## src/rtl/seq_lshift_if.sv

```systemverilog
// Handshake and data bundle for the sequential left shifter.
// The master issues start/a/b, and the slave returns busy/done/s/cout.
interface seq_lshift_if #(
  parameter int WIDTH = 6
);
  logic             start;
  logic [WIDTH-1:0] a;
  logic [WIDTH-1:0] b;
  logic             busy;
  logic             done;
  logic [WIDTH-1:0] s;
  logic             cout;

  modport master (output start, a, b, input  busy, done, s, cout);
  modport slave  (input  start, a, b, output busy, done, s, cout);
endinterface

```

## src/rtl/seq_lshift_unit.sv

```systemverilog
// Multi-cycle logical left shifter: s = a << b, shifting one bit per clock.
// cout holds the last bit that was shifted out of the MSB.
//
// state | meaning
// IDLE  | waiting for start
// SHIFT | shifting one position per edge; the counter holds the remaining shifts
// DONE  | one-cycle done pulse; a start here is accepted back-to-back
module seq_lshift_unit #(
  parameter int WIDTH = 6,
  parameter int CNT_W = 3
) (
  input  logic          clk,
  input  logic          rst_n,
  seq_lshift_if.slave   bus
);

  typedef enum logic [1:0] {
    IDLE  = 2'd0,
    SHIFT = 2'd1,
    DONE  = 2'd2
  } state_t;

  localparam logic [WIDTH-1:0] LP_MAX_SHIFT = WIDTH[WIDTH-1:0];
  localparam logic [CNT_W-1:0] LP_CNT_ONE   = {{(CNT_W-1){1'b0}}, 1'b1};

  state_t           r_state;
  state_t           w_state_nxt;
  logic [WIDTH-1:0] r_s;
  logic             r_cout;
  logic [CNT_W-1:0] r_cnt;
  logic             w_accept;
  logic             w_over;
  logic             w_zero;

  // Any amount above WIDTH shifts everything out, so the result is zero.
  assign w_over = (bus.b > LP_MAX_SHIFT);
  assign w_zero = (bus.b == '0);

  always_ff @(posedge clk or negedge rst_n) begin
    if (!rst_n) r_state <= IDLE;
    else        r_state <= w_state_nxt;
  end

  always_comb begin
    w_state_nxt = r_state;
    w_accept    = 1'b0;
    case (r_state)
      IDLE, DONE: begin
        if (bus.start) begin
          w_accept    = 1'b1;
          w_state_nxt = (w_zero || w_over) ? DONE : SHIFT;
        end else begin
          w_state_nxt = IDLE;
        end
      end
      SHIFT: begin
        if (r_cnt == LP_CNT_ONE) w_state_nxt = DONE;
      end
      default: w_state_nxt = IDLE;
    endcase
  end

  always_ff @(posedge clk or negedge rst_n) begin
    if (!rst_n) begin
      r_s    <= '0;
      r_cout <= 1'b0;
      r_cnt  <= '0;
    end else if (w_accept) begin
      r_cout <= 1'b0;
      r_s    <= w_over ? '0 : bus.a;
      if (!w_over && !w_zero) r_cnt <= bus.b[CNT_W-1:0];
    end else if (r_state == SHIFT && r_cnt != '0) begin
      r_cout <= r_s[WIDTH-1];
      r_s    <= {r_s[WIDTH-2:0], 1'b0};
      r_cnt  <= r_cnt - LP_CNT_ONE;
    end
  end

  assign bus.busy = (r_state == SHIFT);
  assign bus.done = (r_state == DONE);
  assign bus.s    = r_s;
  assign bus.cout = r_cout;

endmodule
```

## src/flat_wrapper.sv

```systemverilog
// flat-port wrapper written by rule: the top's interface ports become plain ports
module seq_lshift_unit_flat 
#(
  parameter int WIDTH = 6,
  parameter int CNT_W = 3
)
  (clk, rst_n, bus_start, bus_a, bus_b, bus_busy, bus_done, bus_s, bus_cout);
  seq_lshift_if #(.WIDTH(WIDTH)) bus_i ();
  input  logic clk;
  input  logic rst_n;
  input wire logic [$bits(bus_i.start)-1:0] bus_start;
  input wire logic [$bits(bus_i.a)-1:0] bus_a;
  input wire logic [$bits(bus_i.b)-1:0] bus_b;
  output wire logic [$bits(bus_i.busy)-1:0] bus_busy;
  output wire logic [$bits(bus_i.done)-1:0] bus_done;
  output wire logic [$bits(bus_i.s)-1:0] bus_s;
  output wire logic [$bits(bus_i.cout)-1:0] bus_cout;
  assign bus_i.start = bus_start;
  assign bus_i.a = bus_a;
  assign bus_i.b = bus_b;
  assign bus_busy = bus_i.busy;
  assign bus_done = bus_i.done;
  assign bus_s = bus_i.s;
  assign bus_cout = bus_i.cout;
  seq_lshift_unit #(.WIDTH(WIDTH), .CNT_W(CNT_W)) u_core (.clk(clk), .rst_n(rst_n), .bus(bus_i));
endmodule
```

## config.mk

```make
export PLATFORM = sky130hd
export DESIGN_NAME = seq_lshift_unit_flat
export DESIGN_NICKNAME = d
export VERILOG_FILES = /design/src/rtl/seq_lshift_if.sv /design/src/rtl/seq_lshift_unit.sv /design/src/flat_wrapper.sv
export SDC_FILE = /design/constraint.sdc
export NUM_CORES = 1
export LEC_CHECK = 0
export ABC_CLOCK_PERIOD_IN_PS = 4300
export CAP_MARGIN = 5
export CORE_MARGIN = 2
export CORE_UTILIZATION = 46
export CTS_BUF_LIST = sky130_fd_sc_hd__clkbuf_8 sky130_fd_sc_hd__clkbuf_16
export DETAILED_ROUTE_END_ITERATION = 8
export HOLD_SLACK_MARGIN = 0.05
export PLACE_DENSITY = 0.8
export REMOVE_ABC_BUFFERS = 1
export SLEW_MARGIN = 10
export SYNTH_ARGS = -nofsm -noshare
export SYNTH_HDL_FRONTEND = slang
export SYNTH_SLANG_ARGS = --single-unit
```

## constraint.sdc

```tcl
create_clock -name clk -period 4.3 [get_ports clk]
set_input_delay 0.645 -clock clk [delete_from_list [all_inputs] [get_ports clk]]
set_output_delay 0.645 -clock clk [all_outputs]
set_load 0.01 [all_outputs]
```

After elaboration in Yosys (flattened, before gate mapping):

Index checks and enable logic that the tools add are counted.

* flip-flop bits (word level): 12
* bits in latches: 0
* bits in writable memories: 0
* memory bits (read-only): 0
* bits of input ports: 15
* output and inout bits: 9
* logic and storage cells: 36
* memories: 0

* add/sub/neg operators: 1
* multiply operators: 0
* div/mod/pow operators: 0
* $lt $le $gt $ge: 1
* eq/ne operators: 5
* shift operators: 0
* multiplexer cells: 14
* bitwise logic cells: 0
* reduce and logical (&&, ||, !) cells: 11

Operators with widths (number)
* 2-to-1 mux 6 bit: 3
* 2-to-1 mux 3 bit: 3
* greater-than comparator 6 x 3 -> 1 bit, second input constant: 1
* logical NOT 6 bit: 1
* 2-to-1 mux 2 bit: 3
* 2-to-1 mux 1 bit: 4
* one-hot mux 2 bit (2 select lines): 1
* equality test 3 x 1 -> 1 bit, second input constant: 1
* nonzero test 3 bit: 1
* subtractor 3 x 1 -> 3 bit, second input constant: 1
* equality test 2 x 1 -> 1 bit, second input constant: 1
* equality test 2 bit, second input constant: 1
* logical AND 1 bit: 2
* logical NOT 1 bit: 2
* logical NOT 2 bit: 1
* inequality test 2 x 1 -> 1 bit, second input constant: 1
* inequality test 2 bit, second input constant: 1
* AND reduction 2 bit: 1
* nonzero test 2 bit: 1
* OR reduction 2 bit: 1
* logical OR 1 bit: 1

Longest topological paths before layout:

* depth in word-level cells: 5
* depth in mapped cells: 7
* gate-level depth less buffers: 7

Least setup slack after synthesis:

Ideal clock, no wire load.

* kind: input port to flip-flop
* start: input bus_b[0]
* end: register u_core.r_cnt[1]
* library setup time: 0.120 ns
* data arrival time: 1.825 ns
* data required time: 4.180 ns
* setup slack: 2.355 ns
* stages on the path: 4
* buffers on the path: 0
* cell sequence: and3_4 > or4_4 > or3_4 > a31o_1

* word-level cells in the longest chain between the ends: 5
* elaborated cells between the ends (all ways): 7
* those cells by class: 1 x order compare; 1 x eq/ne; 5 x reduce/logical

RTL lines
* start: declaration: RTL line flat_wrapper.sv:13 `input wire logic [$bits(bus_i.b)-1:0] bus_b;`
* greater-than comparator 6 x 3 -> 1 bit or logical NOT 6 bit (tied branches): RTL line seq_lshift_unit.sv:36, seq_lshift_unit.sv:37
* logical NOT 1 bit: RTL line seq_lshift_unit.sv:71 `if (!w_over && !w_zero) r_cnt <= bus.b[CNT_W-1:0];`
* logical AND 1 bit (*): RTL line seq_lshift_unit.sv:71
* inequality test 2 bit (no line) (*)
* AND reduction 2 bit (no line) (*)
* end signal: assignment: RTL line seq_lshift_unit.sv:71
* end signal: assignment: RTL line seq_lshift_unit.sv:75 `r_cnt <= r_cnt - LP_CNT_ONE;`
* end: declaration: RTL line seq_lshift_unit.sv:30 `logic [CNT_W-1:0] r_cnt;`

Every way passes the cells marked *; elsewhere a longest branch is shown, timed or not.
A chain may end at the register's enable or synchronous reset.

Worst setup path after layout:

Same ends and word-level chain as after synthesis.

==> results.sh <==
export IMPL_status="finished clean"
export IMPL_grt_busiest_layer="met2"
export IMPL_row_count=13
export IMPL_grt_pass1_vias=631
export IMPL_cts_resized=0
export IMPL_grt_use_met2_pct=34.5
export IMPL_synth_top_area_share_pct=44.0
export IMPL_power_leakage_nw=0.417
export IMPL_nets=121
export IMPL_via_per_inst=5.58
export IMPL_drc=0
export IMPL_seq_area_frac_synth_pct=44.0
export IMPL_final_antenna_net_count=0
export IMPL_p_per_area_nw_per_um2=409
export IMPL_dp_cells=113
export IMPL_ir_worst_vdd_mv=0.214
export IMPL_worstMarginPinSlew_ns=0.763
export IMPL_hold_violations=0
export IMPL_period_minus_slack_ns=2.28
export IMPL_io_buffers=23
export IMPL_clk_pin_slew_ns=0.05
export IMPL_p_seq_share_pct=38.1
export IMPL_slowest_delay_ns=0.48
export IMPL_comb_power_share_pct=31.0
export IMPL_globalRouteMet3Util_pct=3.88
export IMPL_tns_ns=0
export IMPL_yosys_cell_types_count=23
export IMPL_fin_skew_ns=0.00236
export IMPL_clk_latency_ns=0.24
export IMPL_core_um2=1350
export IMPL_crit_fanout=5
export IMPL_min_path_cells=1
export IMPL_initial_core_util_pct=50.5
export IMPL_gr_usage_all_layers_pct=19.9
export IMPL_clock_sinks=12
export IMPL_finalHoldWorstSlack_ns=0.513
export IMPL_vias=653
export IMPL_ys_warn_count=0
export IMPL_relSlewSlack_pct=48.7
export IMPL_cts_hold_buffers=0
export IMPL_antenna_found_initial=0
export IMPL_fp_dieArea_um2=1810
export IMPL_slowest_stage="clkdlybuf4s50_1"
export IMPL_yosysTopAreaCell="dfrtp_1"
export IMPL_report_power_total_mw=0.399
export IMPL_cp_top_family="simple AND/OR/NAND/NOR gates"
export IMPL_drive_above_1_share_pct=8.82
export IMPL_met1_usage_pct=23.3
export IMPL_n_antenna_cell=0
export IMPL_fill_cells=115
export IMPL_die_x_um=42.5
export IMPL_swShare_pct=29.9
export IMPL_post_route_period_util_pct=53.0
export IMPL_maxCapViolCount=0
export IMPL_critPathKind="input pin to flip-flop"
export IMPL_rsz0062_at_grt="false"
export IMPL_power_switching_mw=0.119
export IMPL_dr_first_iter_drc_count=22
export IMPL_numCtsBuffers=3
export IMPL_slew_viol_final=0
export IMPL_cts_root_buf="clkbuf_8"
export IMPL_stdcell_count=117
export IMPL_synthCells=78
export IMPL_grt_max_degree=17
export IMPL_grt_overflow_total=0
export IMPL_layout_commonest_cell="clkdlybuf4s50_1"
export IMPL_crit_path_end_kind="flip-flop"
export IMPL_setup_viol=0
export IMPL_grt_pass1_wl_um=2700
export IMPL_internal_power_mw=0.280
export IMPL_first_pass_iters=4
export IMPL_syn_area_um2=682
export IMPL_power_share_clock_pct=30.9
export IMPL_required_ns=4.43
export IMPL_cp_cell_sequence="clkdlybuf4s50_1 -> and3_4 -> or4_4 -> or3_4 -> a31o_1"
export IMPL_synth_area_leaders="dfrtp_1, nand2_1, ha_1"
export IMPL_worstSetupStartpointType="input pin"
export IMPL_die_y_um=42.5
export IMPL_clock_fmax_mhz=438
export IMPL_pre_cts_ws_ns=1.78
export IMPL_wl_um=1640
export IMPL_reg2reg_depth=7
export IMPL_area_delta_synth_final_pct=42.9
export IMPL_hold_path_class="flip-flop to flip-flop"
export IMPL_layout_common_cells="clkdlybuf4s50_1, nand2_1, dfrtp_1"
export IMPL_syn_area_per_cell_um2=8.74
export IMPL_wl_per_cell_um=14.0
export IMPL_post_dp_hpwl_um=1150
export IMPL_cts_setup_buffers=0
export IMPL_ios=24
export IMPL_critPathArrivalTime_ns=2.41
export IMPL_final_setup_worst_slack_ns=2.02
export IMPL_crit_cells=5
export IMPL_h_tree_depth=1
export IMPL_gp_routability_congestion=0.810
export IMPL_synth_seq_cells=12
export IMPL_path_buf_inv=1
export IMPL_clockBufferDepth=2
export IMPL_cts_tree="yes"
-- registers in the layout, indices dropped and copies added (netlist names) --
name,count
u_core.bus.s,6
u_core.bus.cout,1
u_core.r_cnt,3
u_core.r_state,2
-- per-stage QoR --
step	cell area, µm²	utilization [%]
finish	975	72.2
global route	975	72.2
CTS	975	72.2
detailed placement	920	68.1
global placement	920	68.1
floorplan	671	-
-- power groups by stage --
stage	sequential (mW)	clock [mW]	combinational, mW
6_report	0.152	0.123	0.124
5_1_grt	0.155	0.131	0.137
4_1_cts	0.151	0.125	0.124
3_5_place_dp	0.153	0	0.122
3_3_place_gp	0.153	0	0.119
2_1_floorplan	0.154	0	0.0662
-- Yosys cell counts, drive strengths merged --
master / n
a21oi: 7
a221o: 1
a31o: 1
a31oi: 4
and3: 1
clkbuf: 3
dfrtp: 12
ha: 3
inv: 4
nand2: 13
nand2b: 2
nand3: 2
nor2: 7
nor2b: 3
nor3: 7
nor3b: 1
nor4: 1
o21ai: 1
o22a: 1
o22ai: 1
o32ai: 1
or3: 1
or4: 1
-- layout make-up --
type | count | area [µm²] | area share [%]
Inverter | 4 | 15.0 | 1.54
Multi-Input combinational cell | 59 | 355 | 36.5
Tap cell | 15 | 18.8 | 1.93
Sequential cell | 12 | 300 | 30.8
Timing Repair Buffer | 23 | 230 | 23.6
Clock buffer | 4 | 55.1 | 5.65
-- metal layers --
layer / share of wire [%] / vias to the layer above
li1: - / 322
met1: 44 / 305
met2: 49 / 24
met3: 5.4 / 2
met4: 0.91 / 0
met5: 0 / -
-- cells by family (layout without fill, tap and decap cells) --
| family | Yosys count | in the layout | synth area share (%) |
|---|---|---|---|
| DFF | 12 | 12 | 44.0 |
| buffers and inverters | 7 | 31 | 3.85 |
| and+or+nand+nor | 39 | 39 | 30.8 |
| AOI/OAI and AO/OA | 17 | 17 | 15.8 |
| adders and majority gates | 3 | 3 | 5.51 |
-- path summary, 6_finish.rpt --
path / start / end / slack [ns]
worst max-delay path: bus_b[0] / u_core.r_cnt[1] / 2.02
worst min-delay path: u_core.r_cnt[1] / u_core.r_cnt[1] / 0.51
worst max register to register: u_core.r_cnt[0] / u_core.r_cnt[2] / 2.35
worst min register to register: u_core.r_cnt[1] / u_core.r_cnt[1] / 0.51
max in group asynchronous: rst_n / u_core.r_state[0] / 3.17
min in group asynchronous: rst_n / u_core.bus.s[0] / 0.77
No activity file was read; power rests on OpenSTA's default activity.
